[src/rtl/riscv_pipe_reg_skid.sv]
// Pipeline stage register with valid/ready handshake, flush and a one-deep skid entry.
// o_ready comes straight from a flop, so downstream backpressure never reaches upstream combinationally.
`ifndef XLEN
`define XLEN 32
`endif

module riscv_pipe_reg_skid #(
    parameter int unsigned     XLEN          = `XLEN,
    parameter int unsigned     NUM_CH        = 15,
    parameter logic [XLEN-1:0] REGISTER_INIT = {XLEN{1'b0}}
) (
    input  logic                   i_clk,
    input  logic                   i_rst,
    input  logic                   i_clr,
    input  logic                   i_valid,
    output logic                   o_ready,
    input  logic [NUM_CH*XLEN-1:0] i_data,
    output logic                   o_valid,
    input  logic                   i_ready,
    output logic [NUM_CH*XLEN-1:0] o_data,
    output logic                   o_full
);

    localparam int unsigned       DW       = NUM_CH * XLEN;
    localparam logic [DW-1:0]     INIT_BUS = {NUM_CH{REGISTER_INIT}};

    // Encoding chosen so bit 0 is the main-valid flag and bit 1 the skid-valid flag.
    typedef enum logic [1:0] {
        ST_EMPTY = 2'b00,
        ST_BUSY  = 2'b01,
        ST_FULL  = 2'b11
    } state_t;

    state_t          state_q, state_d;
    logic [DW-1:0]   main_q,  main_d;
    logic [DW-1:0]   skid_q,  skid_d;
    logic            ready_q, ready_d;
    logic            in_fire_s;
    logic            out_fire_s;

    assign in_fire_s  = i_valid & ready_q;
    assign out_fire_s = state_q[0] & i_ready;

    assign o_ready = ready_q;
    assign o_valid = state_q[0];
    assign o_full  = state_q[1];
    assign o_data  = main_q;

    // Next-state and datapath selection; flush overrides every handshake event.
    always_comb begin
        state_d = state_q;
        main_d  = main_q;
        skid_d  = skid_q;
        if (i_clr) begin
            state_d = ST_EMPTY;
            main_d  = INIT_BUS;
            skid_d  = INIT_BUS;
        end else begin
            case (state_q)
                ST_EMPTY: begin
                    if (in_fire_s) begin
                        main_d  = i_data;
                        state_d = ST_BUSY;
                    end else begin
                        state_d = ST_EMPTY;
                    end
                end
                ST_BUSY: begin
                    if (in_fire_s && out_fire_s) begin
                        main_d  = i_data;
                        state_d = ST_BUSY;
                    end else if (out_fire_s) begin
                        state_d = ST_EMPTY;
                    end else if (in_fire_s) begin
                        skid_d  = i_data;
                        state_d = ST_FULL;
                    end else begin
                        state_d = ST_BUSY;
                    end
                end
                ST_FULL: begin
                    if (out_fire_s) begin
                        main_d  = skid_q;
                        state_d = ST_BUSY;
                    end else begin
                        state_d = ST_FULL;
                    end
                end
                default: begin
                    state_d = ST_EMPTY;
                end
            endcase
        end
        ready_d = (state_d != ST_FULL);
    end

    // State and data registers with synchronous active-high reset.
    always_ff @(posedge i_clk) begin
        if (i_rst) begin
            state_q <= ST_EMPTY;
            main_q  <= INIT_BUS;
            skid_q  <= INIT_BUS;
            ready_q <= 1'b1;
        end else begin
            state_q <= state_d;
            main_q  <= main_d;
            skid_q  <= skid_d;
            ready_q <= ready_d;
        end
    end

endmodule

[config.mk]
export PLATFORM = sky130hd
export DESIGN_NAME = riscv_pipe_reg_skid
export DESIGN_NICKNAME = d
export VERILOG_FILES = /design/src/rtl/riscv_pipe_reg_skid.sv
export SDC_FILE = /design/constraint.sdc
export NUM_CORES = 2
export LEC_CHECK = 0
export ABC_CLOCK_PERIOD_IN_PS = 2700
export CAP_MARGIN = 20
export CORE_AREA = 2 2 380 382
export DETAILED_ROUTE_END_ITERATION = 10
export DIE_AREA = 0 0 382 384
export GPL_TIMING_DRIVEN = 0
export PLACE_DENSITY = 0.63
export REMOVE_ABC_BUFFERS = 1
export SLEW_MARGIN = 30
export SYNTH_ARGS = -nofsm -noshare
export SYNTH_HDL_FRONTEND = slang
export SYNTH_SLANG_ARGS = --single-unit
[constraint.sdc]
create_clock -name i_clk -period 2.7 [get_ports i_clk]
set_clock_uncertainty 0.1 [all_clocks]
set_input_delay 0.81 -clock i_clk [delete_from_list [all_inputs] [get_ports i_clk]]
set_output_delay 0.81 -clock i_clk [all_outputs]
set_load 0.005 [all_outputs]
== After elaboration in Yosys (flattened, before gate mapping) ==
Index checks and enable logic that the tools add are counted.
Cells by class
  equality and inequality tests: 6
  mux-type cells: 11
  bitwise logic cells: 4
  reduce and logical (&&, ||, !) cells: 6
Operators with widths (count)
  480-bit 2-to-1 mux: 3
  480-bit one-hot mux with 3 select lines: 1
  2-bit 2-to-1 mux: 5
  2-bit inequality test (second input constant): 4
  4-bit AND reduction: 2
  2-bit one-hot mux with 3 select lines: 1
  3-bit nonzero test: 1
  1-bit bitwise AND: 2
  2-bit by 1-bit == test with 1-bit output (second input constant): 1
  2-bit == test (second input constant): 1
  2-bit logical NOT: 1
  1-bit NOT: 2
  2-bit OR reduction: 1
  1-bit logical AND: 1
  1-bit 2-to-1 mux: 1
Storage, ports and cells
  register bits: 963
  bits of input ports: 485
  output and inout port bits: 483
  word-level logic and storage cells: 31

== Longest topological paths before layout ==
  word-level depth: 7
  mapped depth: 9
  gate-level depth less buffers: 5

== Worst setup path before layout ==
No wires, ideal clock.
  path kind: input -> register
  from: input port i_valid
  to: register main_q[439] (netlist: o_data[439])
  library setup time: 0.123 ns
  arrival time: 1.949 ns
  required time: 2.477 ns
  slack: 0.529 ns
  stages: 7
  path buffers: 4
  cells stage by stage: nand4_1 a2111o_1 clkbuf_1 buf_2 buf_6 buf_6 mux2i_1
Between the ends
  word-level cells in the longest chain between the ends: 4
  elaborated cells on any way between the ends: 5
  classes of those cells: 2 x eq/ne; 1 x bitwise; 2 x reduce/logical
RTL lines
  start: declaration: line 15  | input logic i_valid,
  1-bit bitwise AND (*): line 41  | assign in_fire_s = i_valid & ready_q;
  1-bit logical AND: line 69  | if (in_fire_s && out_fire_s) begin
  2-bit inequality test (no source line)
  4-bit AND reduction (no source line) (*)
  end signal: assignment: line 106  | main_q <= main_d;
  end: declaration: line 35  | logic [DW-1:0] main_q, main_d;
Mark *: on every way between the ends. The rest lies on a longest branch, timed or not.
A chain may end at the register's enable or synchronous reset.

== Worst setup path after layout ==
  from: input port i_valid
  to: register main_q[363] (netlist: o_data[363])
Same word-level chain as after synthesis.

==> summary.txt <==
Run status
  • Outcome: completed

Clock network
  • Clock latency on the worst-skew pair: 0.74 ns
  • # hold bufs at CTS: 0
  • Clock transition at the registers of the reported paths: 0.06 ns
  • CTS tree: yes
  • TritonCTS Buffers: between 100 and 150
  • CTS root buf: clkbuf_16
  • CTS max path bufs: 3
  • # H-tree levels: 3
  • CTS sink count: 963

Layout
  • Fillcell total: 13800
  • Most frequent cells in the layout: dfxtp_1, clkdlybuf4s50_1, o21ai_0
  • Final non-filler cell area: 0.0613 mm²
  • Final nets: 6165
  • Layout cells sized above 1: 0.0762
  • Syn-to-layout area delta: 45.7%
  • Util after Layout: 0.429
  • Final Non-Filler Cells: 7688
  • Most common cell after layout, fill and taps aside: dfxtp_1

STA
  • Hold Fails Final Rpt: 0
  • Min Clock Period, post-route: 2.69 ns
  • Final setup TNS: 0 ns
  • Post-route clock period utilization: 0.995
  • Least-Margin Pin Slew: 0.575 ns
  • Worst slew margin relative to its limit: 0.617
  • Max-slew violation count: 0
  • Setup violators final: 0
  • Highest Clock Rate: 372 MHz
  • RSZ-0062 raised after global routing: no
  • Setup ws final: 0.0130 ns
  • Final hold slack: between 0.3 and 0.4 ns

Setup path
  • Crit. End Element: register
  • Critical Path Start: i_valid
  • Reg-to-Reg Start: state_q[0]
  • CP Data Required Time: 3.17 ns
  • Worst Path Arrival: 3.16 ns
  • Startpoint types: primary input
  • Maximum fanout along the worst path: 6
  • CP Class: in -> reg

Routing
  • Initial DRC Count: 2509
  • Routed Antenna Nets: 0
  • Routed len/inst: 20.5 µm
  • Final WL: roughly 160 mm
  • Vias per cell: ~5.2
  • # DRC: 0
  • Via count: 40100
  • First-pass DRT Iterations: 9

Yosys
  • Avg Inst Size Synth: around 8.6 µm²
  • Synthesized flop and latch total: 963
  • Leading post-synthesis cells by cell area: dfxtp_1, mux2i_1, o211ai_1
  • Post-synth top area share: 0.458
  • Cells after Synth: 4881
  • Top cell type by total area after synthesis: dfxtp_1
  • Cell Area, Synth: 0.0421 mm²
  • Yosys warning count: 0
  • Distinct cells, synth: 24
  • Sequential area share after synthesis: 0.458

Floorplan
  • Die Ht: 384 µm
  • Core Footprint: 0.143 mm²
  • Full die area: 0.147 mm²
  • Die width: 382 µm
  • I/O Pins: 968
  • Floorplan row count: 139
  • Initial Util: 0.295

Global route
  • GRT Overall Usage: 0.202
  • Global route hottest layer: met2
  • Vias in the first global route: 37700
  • First-pass GRT wire length: 235 mm
  • GR Util met2: 0.323
  • Initial antenna violation count: 41
  • GRT overflow: 0
  • Largest net degree at the start of global routing: 63
  • Met3 Use GR: 0.0585
  • GR Layer Usage met1: 0.254

Min path
  • Hold wc startpoint: o_data[14]
  • Worst Hold Class: reg -> reg

Pwr
  • Pwr/cell area: 575 mW/mm²
  • IR drop worst, VDD: slightly below 0.0005 V
  • Post-layout power: 35.3 mW
  • Leakage: 20.7 nW

Placed design
  • DP Area: around 0.056 mm²
  • Gpl congestion: 0.802
  • PortBufs: 967
  • DP HPWL: 98.1 mm
  • Post-Place Worst Slack: -2.11 ns
  • Post-placement cell count: ~7400

Job
  • Max-cap violations: 0
-- per-layer routing --
metal	vias to the layer above	part of all wire
li1	18900	-
met1	19600	0.42
met2	1217	0.47
met3	276	0.077
met4	36	0.032
met5	-	0.0014
-- critical path, cell delays in order --
cell and delay (ns):
clkdlybuf4s50_1 0.58, nand4_1 0.15, a2111o_2 0.55, clkbuf_16 0.17
buf_16 0.13, buf_16 0.14, buf_16 0.15, buf_16 0.17
buf_16 0.16, mux2i_1 0.12
-- flip-flops by register name, summed over array words and instances, names as in the netlist --
signal	cells
skid_q	480
o_ready	1
state_q	2
o_data	480
-- logic make-up (layout without fill, tap and decap cells) --
group           after synthesis  in the layout  share of synthesized area
mux                         480            480                      0.114
buf+inv                     536           1413                     0.0529
simple gates               1449           1450                      0.172
fa+ha+maj                     4              4                    0.00119
other cells                   0             25                          0
flops                       963            963                      0.458
compound gates             1449           1450                      0.201
-- cell type report --
cell class,count,area (µm²),share of cell area
clock inverters,31,458,0.00747
flip-flops and latches,963,19300,0.315
multi-input cells,3384,20700,0.337
inverters,2,7.51,0.000122
well taps,1903,2380,0.0388
diodes,25,62.6,0.00102
clock buffers,163,3220,0.0525
repair buffers,1217,15200,0.248
-- cells in the mapped netlist (all sizes together) --
cell,count
a2111o,1
a21bo,1
a21boi,3
a21oi,480
and2,1
buf,86
clkbuf,448
dfxtp,963
ha,4
inv,2
mux2i,480
nand2,481
nand2b,480
nand3,480
nand4,1
nor2,4
nor2b,1
o211ai,480
o21a,2
o21ai,482
or2,1
-- where the power goes --
group | internal [mW] | switching, mW
sequential | 14.6 | 0.183
combinational | 2.77 | 2.43
clock | 8.91 | 6.41
total | 26.3 | 9.02
-- repair_timing --
| action | 4_1_cts | 5_1_grt |
|---|---|---|
| buffers inserted | 49 | 11 |
| setup endpoints to repair | 798 | 301 |
| resized for setup | 90 | 11 |
| gates cloned | 46 | 10 |
| pin swaps | 5 | 5 |
-- path summary, 6_finish.rpt --
kind	slack, ns	depth (start not counted)	end
setup / recovery	0.01	10	o_data[363]
hold / removal	0.36	2	o_data[14]
setup reg to reg	0.07	12	o_data[363]
hold reg to reg	0.36	2	o_data[14]
(Power assumes the default switching activity.)
